[src/rtl/host_sequencer.sv]
// Host-side command sequencer: program-memory writes, CPU start/ready runs with a
// cycle watchdog, and data-memory byte reads, each answered by one held response.
module host_sequencer #(
  parameter int IW      = 16,
  parameter int AW      = 8,
  parameter int DW      = 8,
  parameter int CNT_W   = 16,
  parameter int MAX_CYC = 1000
) (
  input  logic             clk,
  input  logic             reset,
  input  logic             cmd_valid,
  output logic             cmd_ready,
  input  logic [1:0]       cmd_op,
  input  logic [AW-1:0]    cmd_addr,
  input  logic [IW-1:0]    cmd_data,
  output logic             rsp_valid,
  input  logic             rsp_ready,
  output logic [CNT_W-1:0] rsp_data,
  output logic             rsp_err,
  output logic             pm_we,
  output logic [AW-1:0]    pm_addr,
  output logic [IW-1:0]    pm_wdata,
  output logic [AW-1:0]    dm_addr,
  input  logic [DW-1:0]    dm_rdata,
  output logic             cpu_start,
  input  logic             cpu_ready,
  output logic             cpu_reset
);

  localparam logic [2:0] S_IDLE = 3'd0;
  localparam logic [2:0] S_PWR  = 3'd1;
  localparam logic [2:0] S_STRT = 3'd2;
  localparam logic [2:0] S_RUN  = 3'd3;
  localparam logic [2:0] S_ABRT = 3'd4;
  localparam logic [2:0] S_DRD  = 3'd5;
  localparam logic [2:0] S_DWT  = 3'd6;
  localparam logic [2:0] S_RSP  = 3'd7;

  localparam logic [1:0] OP_PWRITE = 2'd0;
  localparam logic [1:0] OP_RUN    = 2'd1;
  localparam logic [1:0] OP_DREAD  = 2'd2;
  localparam logic [1:0] OP_CYCLES = 2'd3;

  localparam logic [CNT_W-1:0] W_MAX = CNT_W'(MAX_CYC);

  logic [2:0]       r_state;
  logic [AW-1:0]    r_addr;
  logic [IW-1:0]    r_wdata;
  logic [CNT_W-1:0] r_cnt;
  logic             r_first;
  logic [CNT_W-1:0] r_cyc;
  logic             r_cyc_err;
  logic [CNT_W-1:0] r_rsp_data;
  logic             r_rsp_err;

  logic [CNT_W-1:0] w_cnt_inc;
  logic             w_wdog;

  // The counter includes the current cycle, so a finish or watchdog decision
  // uses the incremented value; it saturates rather than wrapping.
  assign w_cnt_inc = (r_cnt == '1) ? r_cnt : r_cnt + CNT_W'(1);
  assign w_wdog    = (w_cnt_inc >= W_MAX);

  always_ff @(posedge clk) begin
    if (reset) begin
      r_state    <= S_IDLE;
      r_addr     <= '0;
      r_wdata    <= '0;
      r_cnt      <= '0;
      r_first    <= 1'b0;
      r_cyc      <= '0;
      r_cyc_err  <= 1'b0;
      r_rsp_data <= '0;
      r_rsp_err  <= 1'b0;
    end else begin
      case (r_state)
        S_IDLE: begin
          if (cmd_valid) begin
            case (cmd_op)
              OP_PWRITE: begin
                r_addr  <= cmd_addr;
                r_wdata <= cmd_data;
                r_state <= S_PWR;
              end
              OP_RUN: begin
                r_cnt   <= '0;
                r_state <= S_STRT;
              end
              OP_DREAD: begin
                r_addr  <= cmd_addr;
                r_state <= S_DRD;
              end
              OP_CYCLES: begin
                r_rsp_data <= r_cyc;
                r_rsp_err  <= r_cyc_err;
                r_state    <= S_RSP;
              end
              default: r_state <= S_IDLE;
            endcase
          end
        end
        S_PWR: begin
          r_rsp_data <= '0;
          r_rsp_err  <= 1'b0;
          r_state    <= S_RSP;
        end
        S_STRT: begin
          r_cnt <= w_cnt_inc;
          if (cpu_ready) begin
            r_first <= 1'b1;
            r_state <= S_RUN;
          end else if (w_wdog) begin
            r_state <= S_ABRT;
          end
        end
        S_RUN: begin
          r_cnt   <= w_cnt_inc;
          r_first <= 1'b0;
          // The CPU is still in FETCH on the first RUN cycle, so its ready is stale.
          if (cpu_ready && !r_first) begin
            r_rsp_data <= w_cnt_inc;
            r_rsp_err  <= 1'b0;
            r_cyc      <= w_cnt_inc;
            r_cyc_err  <= 1'b0;
            r_state    <= S_RSP;
          end else if (w_wdog) begin
            r_state <= S_ABRT;
          end
        end
        S_ABRT: begin
          r_rsp_data <= W_MAX;
          r_rsp_err  <= 1'b1;
          r_cyc      <= r_cnt;
          r_cyc_err  <= 1'b1;
          r_state    <= S_RSP;
        end
        S_DRD: r_state <= S_DWT;
        S_DWT: begin
          r_rsp_data <= CNT_W'(dm_rdata);
          r_rsp_err  <= 1'b0;
          r_state    <= S_RSP;
        end
        S_RSP: begin
          if (rsp_ready) r_state <= S_IDLE;
        end
        default: r_state <= S_IDLE;
      endcase
    end
  end

  assign cmd_ready = (r_state == S_IDLE);
  assign rsp_valid = (r_state == S_RSP);
  assign rsp_data  = r_rsp_data;
  assign rsp_err   = r_rsp_err;
  assign pm_we     = (r_state == S_PWR);
  assign pm_addr   = r_addr;
  assign pm_wdata  = r_wdata;
  assign dm_addr   = r_addr;
  assign cpu_start = (r_state == S_STRT) && cpu_ready;
  assign cpu_reset = (r_state == S_ABRT);

endmodule

[config.mk]
export PLATFORM = sky130hd
export DESIGN_NAME = host_sequencer
export DESIGN_NICKNAME = d
export VERILOG_FILES = /design/src/rtl/host_sequencer.sv
export SDC_FILE = /design/constraint.sdc
export NUM_CORES = 1
export LEC_CHECK = 0
export ABC_AREA = 1
export BUFFER_PORTS_ARGS = -buffer_cell sky130_fd_sc_hd__clkbuf_2
export CAP_MARGIN = 30
export CORE_ASPECT_RATIO = 0.8
export CORE_MARGIN = 4
export CORE_UTILIZATION = 49
export CTS_CLUSTER_DIAMETER = 60
export DETAILED_ROUTE_END_ITERATION = 8
export GPL_TIMING_DRIVEN = 0
export PLACE_DENSITY = 0.78
export SLEW_MARGIN = 20
export SYNTH_ARGS = -nofsm -noshare
export SYNTH_HDL_FRONTEND = slang
export SYNTH_SLANG_ARGS = --single-unit
[constraint.sdc]
create_clock -name clk -period 1.65 [get_ports clk]
set_input_delay 0 -clock clk [delete_from_list [all_inputs] [get_ports clk]]
set_output_delay 0 -clock clk [all_outputs]
set_load 0.02 [all_outputs]
# Word level (Yosys, flattened, before mapping)

Index checks and enable logic that the tools add are counted.

Output and inout port bits: 54
Register bits: 78

$lt $le $gt $ge: 1
Muxes and demuxes: 23
$add $sub $neg: 1
Reduce and logical (&&, ||, !) cells: 22
Equality and inequality tests: 17

Operator list:

| operator                                                             | count |
|---|---|
| 2-to-1 mux 16 bit                                                    | 6 |
| one-hot mux 16 bit (5 select lines)                                  | 1 |
| one-hot mux 16 bit (2 select lines)                                  | 2 |
| one-hot mux 3 bit (6 select lines)                                   | 1 |
| adder 16 x 1 -> 16 bit (second input constant)                       | 1 |
| equality test 16 bit (second input constant)                         | 1 |
| greater-or-equal comparator 16 x 10 -> 1 bit (second input constant) | 1 |
| 2-to-1 mux 3 bit                                                     | 5 |
| equality test 3 bit (second input constant)                          | 4 |
| one-hot mux 3 bit (4 select lines)                                   | 1 |
| AND reduction 3 bit                                                  | 3 |
| AND reduction 4 bit                                                  | 2 |
| equality test 3 x 2 -> 1 bit (second input constant)                 | 2 |
| != test 2 x 1 -> 1 bit (second input constant)                       | 3 |
| != test 2 bit (second input constant)                                | 3 |
| AND reduction 2 bit                                                  | 3 |
| nonzero test 2 bit                                                   | 3 |
| OR reduction 2 bit                                                   | 3 |
| nonzero test 5 bit                                                   | 1 |
| equality test 2 bit (second input constant)                          | 2 |
| 2-to-1 mux 1 bit                                                     | 4 |
| one-hot mux 1 bit (2 select lines)                                   | 2 |
| one-hot mux 1 bit (4 select lines)                                   | 1 |
| nonzero test 4 bit                                                   | 1 |
| other kinds (7)                                                      | 8 |

# Longest topological paths before layout

Gate-level depths: netlist of run 1.

Depth in word-level cells: 6
Mapped depth: 15
Gate-level depth less buffers: 14

# Worst setup path before layout of run 1

No wires, ideal clock.

Path kind: reg2reg
Start: register r_cnt[0]
End: register r_state[0]
Period minus slack after synthesis: 1.779 ns
Path buffers: 1
Data arrival time: 1.708 ns
Stages on the path, launching flop included: 16
Slack: -0.129 ns
Data required time: 1.580 ns
Cells stage by stage: dfxtp_1 ha_1 nand3_2 inv_2 nand2_2 clkinv_2 nand2_4 buf_6 nand3_2 nor2_1 nand3_2 nor2_2 nand2_1 nand2_1 nand2_1 a21oi_1

Word-level cells in the longest chain between the ends: 6
Elaborated cells on any way between the ends: 8
Those cells by class: 1 x add/sub; 1 x order compare; 1 x eq/ne; 5 x mux

RTL lines:

| item                                                                  | RTL line | source |
|---|---|---|
| from (decl)                                                           | 50       | `logic [CNT_W-1:0] r_cnt;` |
| from (signal assigned)                                                | 109      | `r_cnt <= w_cnt_inc;` |
| from (signal assigned)                                                | 118      | `r_cnt <= w_cnt_inc;` |
| adder 16 x 1 -> 16 bit / equality test 16 bit (equally long branches) | 62       | `assign w_cnt_inc = (r_cnt == '1) ? r_cnt : r_cnt + CNT_W'(1);` |
| 2-to-1 mux 16 bit *                                                   | 62       |  |
| greater-or-equal comparator 16 x 10 -> 1 bit *                        | 63       | `assign w_wdog = (w_cnt_inc >= W_MAX);` |
| 2-to-1 mux 3 bit *                                                    | -        |  |
| 2-to-1 mux 3 bit, on equally long branches                            | -        |  |
| one-hot mux 3 bit (6 select lines) *                                  | -        |  |
| to (signal assigned)                                                  | 67       | `r_state <= S_IDLE;` |
| to (signal assigned)                                                  | 84       | `r_state <= S_PWR;` |
| to (signal assigned)                                                  | 88       | `r_state <= S_STRT;` |
| to (decl)                                                             | 47       | `logic [2:0] r_state;` |

Mark *: on every way between the ends. The rest lies on a longest branch, timed or not.
A chain may end at the register's enable or synchronous reset.

# Worst setup path after layout of run 1

Start: register r_cnt[4]
End: register r_state[0]

Same word-level chain as after synthesis.

==> reports/results.txt, run 1 <==
Crit path max-delay family: simple AND/OR/NAND/NOR gates
grt total ovfl: 0
Clk pin slew, worst setup/hold paths: 0.08 ns
CP Launch Type: register
Max IR drop VDD: 829 uV
met3 wire len: 923 um
Lkg Pwr: 2.49 nW
starting density of the core: 51.7%
die height: 87.9 um
drt pass-1 iters: 6
CP max-delay cell: dfxtp_2
via count: 4621
FP Rows: 28
Die W: 108 um
Die Area: 9480 um^2
worst skew pair latency: 0.35 ns
Placeable Area: 7570 um^2
Clock Tree Buf Depth: 2
worst min path class: input pin to register
nets: 778
antenna violations before repair: 0
Hold Fails Final Rpt: 0
Power Density: 1210 nW/um^2
metal2 WL: 6730 um
WHS: 0.0281 ns
port bufs: 91
post-layout util: 75.1%
most common cell after layout, fill and taps aside: nand2_1
status: finished with violations
post-synth top area cell: dfxtp_1
post-route ant nets: 0
dpl cell area: 4530 um^2
CTS buffer count: 9
max cap viols: 0
asr flop ratio synth: 0%
synth unique cells: 34
Mean Syn Cell Area: 6.81 um^2
final setup fails: 21
max-slew violation count: 0
DRC violations left: 0
Setup CP Type: register to register
Post-Route WL: 13500 um
Hold Crit Start: dm_rdata[0]
DR vias/cell: 5.46
met1 wire length: 5460 um
TritonCTS clock tree: done
most frequent cells in the layout: nand2_1 (144), clkbuf_2 (95), nor2_1 (63), dfxtp_1 (63), buf_4 (47)
Sink Count: 78
Total GRT Usage: 26.6%
vias in the first global route: 4121
Finished Layout Cells: 847
PnR Total Power: 6.90 mW
min cycle time layout: 1.91 ns
P_sw: 2.91 mW
Antenna Cells: 0
Final Cell Area: 5680 um^2
violated checks: negative setup slack
share of cells above drive strength 1: 36.1%
Slew headroom: 60.1%
clk root buf: clkbuf_8
Top Metal Used: met4
number of synthesized flops with an enable pin: 0
register share of total power: 33.9%
sequential area share after synthesis: 39.9%
Detail Placement HPWL: 8880 um
Area Overhead vs Synth: 45.4%
synth warn: 0
worst slew pin tran: 0.598 ns
Critical Path RT: 1.87 ns
final period utilization: 116%
Crit path largest cell delay: 0.42 ns
Power Internal: 3.99 mW
clock power share: 20.7%
synth top area cells: dfxtp_1 (40%), nand2_1 (15%), nor2_1 (7.0%), o21ai_0 (6.1%), a21oi_1 (5.9%)
first-pass GRT wire length: 20000 um
proportion of netlist area held by the largest area contributor: 39.9%
GP Congestion: 0.878
Main synth FF type: dfxtp_1
setup slack after layout: -0.265 ns
pin count of the biggest net entering global routing: 17
IO Count: 93
synthesized area: 3910 um^2
crit path DAT: 2.13 ns
DR iter-0 viols: 413
crit path buf inv count: 2
syn nets: 615
Clock Skews: 0.00718 ns
Mapped Cells: 574
critical-path maximum fanout: 7
Synth Register Bits: 78
Sw Share: 42.1%
# fillers: 567
WL per Instance: 16.0 um
crit path launch: r_cnt[4]
dpl cells: 770
Comb power frac: 45.4%
Fmax: 522 MHz
RSZ-0062 raised after global routing: true
H-tree depth: 3
Critical Path End Type: register
CP cell instances: nand2_1, nor2_4, nand2_4, inv_4, nand2_8, buf_12, nand2_4, nand3_4, nor2_4, nor2_4, nand2_2, nand2_1, nand2_1, a21oi_1
R2R Path Start: r_cnt[4]
==> stage by stage <==
stage | worst slack (ns) | TNS (ns)
4_1_cts | -0.272 | -4.04
5_1_grt | -0.372 | -5.70
3_5_place_dp | -0.438 | -17.18
3_3_place_gp | -0.379 | -14.47
6_report | -0.265 | -2.08
2_1_floorplan | -0.0180 | -0.0330
==> tightest hold or removal path, delay by kind of cell <==
kind	cells	cell delay [ns]
compound gates	1	0.13
buf+inv	1	0.09
simple gates	1	0.11
==> state kept, by name (all words and copies together), names as in the netlist <==
name       count
r_cyc         16
r_first        1
r_cnt         16
rsp_err        1
pm_wdata      16
r_cyc_err      1
dm_addr        8
r_state        3
rsp_data      16
==> cell usage after synthesis (2+ instances only) <==
| master | instances |
|---|---|
| nor2_2 | 11 |
| nand3_1 | 24 |
| dfxtp_1 | 78 |
| o21ai_1 | 2 |
| inv_2 | 7 |
| a41oi_1 | 2 |
| buf_4 | 9 |
| nor2_4 | 5 |
| nand2_4 | 2 |
| xor2_1 | 3 |
| buf_2 | 7 |
| o211ai_1 | 2 |
| inv_1 | 34 |
| nor2_1 | 73 |
| a31oi_1 | 19 |
| o21bai_1 | 3 |
| nand3_2 | 6 |
| a21oi_1 | 46 |
| nand2_1 | 159 |
| nand4_1 | 5 |
| o21ai_0 | 48 |
| ha_1 | 2 |
| clkbuf_1 | 12 |
| nand2_2 | 4 |
| buf_1 | 2 |
==> power by group through the flow <==
stage	clock (mW)	combinational, mW	sequential [mW]
6_report	1.42	3.13	2.34
5_1_grt	1.51	3.39	2.37
4_1_cts	1.44	2.76	2.33
3_5_place_dp	0	2.51	2.38
3_3_place_gp	0	2.46	2.37
2_1_floorplan	0	1.52	2.59
==> what timing repair did <==
action,CTS,global route
endpoints found under the hold margin,27,0
setup buffers,21,16
gates resized for setup,51,75
endpoints found under the setup margin,66,70
pin swaps,13,27
hold buffers,26,0
==> cell families after synthesis <==
family,count (synthesis),share of synthesized area (%)
adder cells (fa/ha/maj),2,0.640
flip-flops,78,39.9
multiplexers,1,0.288
XOR/XNOR,4,0.896
AND/OR/NAND/NOR,293,33.1
buffers and inverters,74,8.45
AO/OA/AOI/OAI,122,16.7
==> metal layers <==
layer | up-vias | global-route usage (%)
met5 | - | 0
met4 | 0 | 9.29
met3 | 44 | 5.23
met2 | 215 | 45.4
met1 | 2163 | 34.0
li1 | 2199 | -
==> layout make-up <==
cell class / count / area (um^2) / area share, %
plain buffers: 30 / 206 / 3.63
clock inverters: 6 / 70.1 / 1.23
repair buffers: 154 / 1010 / 17.7
flip-flops and latches: 78 / 1610 / 28.2
well taps: 105 / 131 / 2.31
inverters: 42 / 168 / 2.95
clock buffers: 10 / 128 / 2.25
multi-input cells: 422 / 2370 / 41.7
==> path summary, 6_finish.rpt <==
check,depth (start not counted),slack [ns],to
setup reg to reg,14,-0.26,r_state[0]
hold reg to reg,2,0.48,r_first
hold / removal,3,0.03,rsp_data[0]
setup / recovery,14,-0.26,r_state[0]
(Power assumes the default switching activity.)
==> run 2: changes to the inputs <==
==> constraint.sdc (replaced) <==
create_clock -name clk -period 1.65 [get_ports clk]
set_input_delay 0 -clock clk [delete_from_list [all_inputs] [get_ports clk]]
set_output_delay 0 -clock clk [all_outputs]
set_load 0.05 [all_outputs]
==> run 2 against run 1 <==
Effect of this change:
- the flow still finishes with violations (negative setup slack)
- fmax up 2.1%
- clock power decreased by 9%
- die area did not move
- highest routed layer unchanged
==> reports/results.txt, run 2 (synthesis results as in run 1) <==
final setup fails: 11
worst skew pair latency: 0.36 ns
most common cell after layout, fill and taps aside: nand2_1
Power Density: 1340 nW/um^2
crit path buf inv count: 4
Lkg Pwr: 2.52 nW
Finished Layout Cells: 852
Sink Count: 78
first-pass GRT wire length: 20300 um
GP Congestion: 0.880
DR vias/cell: 5.56
Clock Skews: 0.0122 ns
max-slew violation count: 0
Crit path largest cell delay: 0.37 ns
Reg area: 1610 um^2
WL per Instance: 16.3 um
IO Count: 93
pin count of the biggest net entering global routing: 17
post-route ant nets: 0
min cycle time layout: 1.88 ns
most frequent cells in the layout: nand2_1 (147), clkbuf_2 (91), nor2_1 (62)
die height: 87.9 um
met3 wire len: 1180 um
Setup CP Type: register to register
violated checks: negative setup slack
CP max-delay cell: dfxtp_4
Total GRT Usage: 26.8%
setup TNS: -1.60 ns
Detail Placement HPWL: 8610 um
worst slew pin tran: 0.559 ns
dpl cells: 770
H-tree depth: 3
vias in the first global route: 4216
Critical Path RT: 1.88 ns
TritonCTS clock tree: done
nets: 784
Die Area: 9480 um^2
CTS buffer count: 9
Die W: 108 um
Crit path max-delay family: buffers and inverters
CP Launch Type: register
max cap viols: 0
DRC violations left: 0
multi-input logic area: 2450 um^2
PnR Total Power: 7.82 mW
critical-path maximum fanout: 7
FP Rows: 28
antenna violations before repair: 0
Max IR drop VDD: 932 uV
worst min path class: input pin to register
Final Cell Area: 5840 um^2
via count: 4740
dpl cell area: 4570 um^2
drt pass-1 iters: 6
RSZ-0062 raised after global routing: true
# fillers: 521
Clk pin slew, worst setup/hold paths: 0.08 ns
crit path DAT: 2.10 ns
final period utilization: 114%
grt total ovfl: 0
CP cell instances: ha_4, nand3_2, inv_2, nand2_4, inv_4, nand2_8, buf_12, buf_4, mux2_4, nand2_1, a41oi_1
DR iter-0 viols: 436
Clock Tree Buf Depth: 2
Area Overhead vs Synth: 49.4%
clk root buf: clkbuf_8
port bufs: 91
Fmax: 533 MHz
setup slack after layout: -0.226 ns
status: finished with violations
share of cells above drive strength 1: 37.9%
starting density of the core: 51.7%
Antenna Cells: 0
Post-Route WL: 13900 um
Hold Fails Final Rpt: 0
met1 wire length: 5420 um
metal2 WL: 6850 um
Placeable Area: 7570 um^2
Critical Path End Type: register
Slew headroom: 62.7%
Top Metal Used: met4
run 2: worst paths after layout:
path / from / endpoint / slack (ns) / depth (start not counted)
max: r_cnt[0] / rsp_data[1] / -0.23 / 11
min: dm_rdata[2] / rsp_data[2] / 0.06 / 5
max reg2reg: r_cnt[0] / rsp_data[1] / -0.23 / 11
min reg2reg: r_first / r_first / 0.48 / 2
run 2: timing repair:
action / 4_1_cts / 5_1_grt
hold buffers: 27 / 0
pin swaps: 17 / 27
setup buffers: 19 / 21
resized for setup: 58 / 100
setup endpoints to repair: 65 / 64
cloned: 2 / 1
endpoints found under the hold margin: 28 / 0
run 2: power by group:
group | leakage, nW | total (mW) | internal [mW] | switching (mW)
clock network | 0.0820 | 1.29 | 0.587 | 0.707
registers | 0.646 | 2.35 | 2.15 | 0.201
logic | 1.79 | 4.17 | 1.31 | 2.86
total | 2.52 | 7.82 | 4.05 | 3.77
run 2: through the flow:
stage / setup WS [ns] / utilization, % / hold slack, ns
floorplan: -0.0636 / - / 0.135
global placement: -0.382 / 60.4 / 0.223
detailed placement: -0.420 / 60.4 / 0.229
CTS: -0.301 / 70.7 / 0.0489
global route: -0.319 / 77.2 / 0.0766
finish: -0.226 / 77.2 / 0.0573
run 2: worst min-delay path, cell delays in order:
cell and delay, ns:
clkbuf_2 0.09, nand3_1 0.07, nand4_1 0.10, o211ai_1 0.08, inv_1 0.05
run 2: final cells by class:
type / instances / area share, %
Clock inverter: 4 / 0.557
Timing Repair Buffer: 159 / 18.3
Multi-Input combinational cell: 423 / 41.9
Tap cell: 105 / 2.25
Buffer: 30 / 3.94
Inverter: 42 / 3.06
Clock buffer: 11 / 2.42
Sequential cell: 78 / 27.6
run 2: routing by layer:
layer | up-vias | GRT usage [%]
met3 | 59 | 7.15
met1 | 2226 | 34.7
met5 | - | 0
li1 | 2210 | -
met4 | 0 | 8.26
met2 | 245 | 44.1
==> run 3: changes to the inputs <==
- BUFFER_PORTS_ARGS: -buffer_cell sky130_fd_sc_hd__clkbuf_2 -> -buffer_cell sky130_fd_sc_hd__buf_2
==> run 3 against run 2 <==
Effect of this change:
- worst setup slack worse by 0.053 ns
- combinational power grew 2%
- the run still ends with negative setup slack left
- clock skew rose by 0.0034 ns
==> reports/results.txt, run 3 (synthesis results as in run 1) <==
crit path launch: r_cnt[0]
Power Density: 1370 nW/um^2
Hold Fails Final Rpt: 0
Critical Path RT: 1.86 ns
port bufs: 91
FP Rows: 28
DR vias/cell: 5.53
dpl cell area: 4570 um^2
antenna violations before repair: 0
RSZ-0062 raised after global routing: true
clk root buf: clkbuf_8
worst reg2reg setup slack: -0.28 ns
status: finished with violations
IO Count: 93
vias in the first global route: 4127
worst min path class: input pin to register
Setup crit end: r_cyc[1]
H-tree depth: 3
CTS buffer count: 9
Post-Route WL: 13800 um
violated checks: negative setup slack
share of cells above drive strength 1: 36.1%
Placeable Area: 7570 um^2
critical-path maximum fanout: 7
Lkg Pwr: 2.54 nW
r2r endpoint: r_cyc[1]
post-route ant nets: 0
most common cell after layout, fill and taps aside: nand2_1
Sink Count: 78
crit path buf inv count: 5
Clock Tree Buf Depth: 2
Max IR drop VDD: 1080 uV
Die W: 108 um
Setup CP Type: register to register
most frequent cells in the layout: nand2_1 (146), buf_2 (91), nor2_1 (65)
dpl cells: 770
DRC violations left: 0
min cycle time layout: 1.93 ns
die height: 87.9 um
Detail Placement HPWL: 8660 um
Crit path max-delay family: buffers and inverters
worst slew pin tran: 0.594 ns
CP Launch Type: register
Final Cell Area: 5790 um^2
setup slack after layout: -0.279 ns
Slew headroom: 60.4%
Clk pin slew, worst setup/hold paths: 0.08 ns
Fmax: 518 MHz
first-pass GRT wire length: 20000 um
CP cell instances: ha_4, nand3_2, inv_2, nand2_2, inv_4, nand2_8, buf_12, buf_6, buf_6, mux2_4, nand2_2, a31oi_1
final period utilization: 117%
Antenna Cells: 0
grt total ovfl: 0
R2R Path Start: r_cnt[0]
max cap viols: 0
CP max-delay cell: dfxtp_4
worst skew pair latency: 0.36 ns
pin count of the biggest net entering global routing: 17
Area Overhead vs Synth: 48.2%
Clock Skews: 0.0155 ns
Die Area: 9480 um^2
crit path DAT: 2.14 ns
cell depth of the worst flop-to-flop path: 12
final setup fails: 24
starting density of the core: 51.7%
Crit path largest cell delay: 0.38 ns
max-slew violation count: 0
Total GRT Usage: 26.5%
PnR Total Power: 7.92 mW
via count: 4702
nets: 783
GP Congestion: 0.884
CP Depth: 12
DR iter-0 viols: 386
WL per Instance: 16.2 um
Critical Path End Type: register
TritonCTS clock tree: done
drt pass-1 iters: 5
Finished Layout Cells: 851
-- run 3: changes by cell type in the layout (fill, tap and decap cells not counted), sizes merged --
cell    previous run  this run
clkbuf           110        22
buf               63       151
nor2              90        89
-- run 3: worst reg2reg max path, cell delays in order (launching register included) --
cell and delay, ns:
dfxtp_4 0.38, ha_4 0.16, nand3_2 0.09, inv_2 0.10
nand2_2 0.08, inv_4 0.08, nand2_8 0.07, buf_12 0.16
buf_6 0.12, buf_6 0.10, mux2_4 0.33, nand2_2 0.07
a31oi_1 0.06
-- run 3: area by class of cell --
type,count,area (um^2)
fillers,524,1770
well taps,105,131
clock buffers,11,141
inverters,42,179
flip-flops and latches,78,1600
plain buffers,30,234
multi-input cells,422,2350
repair buffers,159,1120
clock inverters,4,32.5
-- run 3: per-layer routing --
layer	track usage (%)	wire length, um	vias up	part of all wire, %
li1	-	-	2214	-
met1	34.2	5510	2209	40
met2	44.0	6870	240	50
met3	6.48	1070	39	7.7
met4	8.37	371	0	2.7
met5	0	0	-	0
-- run 3: worst min-delay path by stage --
stage	startpoint	cells after the start	end	slack, ns
after detailed placement	cmd_addr[6]	3	dm_addr[6]	0.23
after CTS	dm_rdata[4]	5	rsp_data[4]	0.04
after global placement	cmd_addr[2]	3	dm_addr[2]	0.22
after floorplan	cmd_data[10]	2	pm_wdata[10]	0.13
after global routing	cmd_op[0]	5	dm_addr[5]	0.07
final	dm_rdata[2]	5	rsp_data[2]	0.07
-- run 3: power by group --
group | total (mW) | internal, mW | switching [mW] | leakage (nW)
sequential | 2.36 | 2.16 | 0.197 | 0.645
combinational | 4.27 | 1.46 | 2.81 | 1.81
clock | 1.29 | 0.587 | 0.704 | 0.0820
total | 7.92 | 4.22 | 3.71 | 2.54
-- run 3: what timing repair did --
action / 4_1_cts / 5_1_grt
gates resized for setup: 60 / 73
endpoints found under the hold margin: 28 / 0
endpoints found under the setup margin: 65 / 61
hold buffers: 27 / 0
gates cloned: 0 / 3
pin swaps: 16 / 26
setup buffers: 16 / 23
-- run 3: stage by stage --
stage	setup TNS, ns	worst slack (ns)	utilization, %	hold slack, ns
6_report	-2.62	-0.279	76.6	0.0658
5_1_grt	-6.08	-0.380	76.6	0.0744
4_1_cts	-1.95	-0.306	70.3	0.0448
3_5_place_dp	-15.48	-0.444	60.4	0.226
3_3_place_gp	-13.45	-0.382	60.4	0.222
2_1_floorplan	-0.331	-0.0636	-	0.135
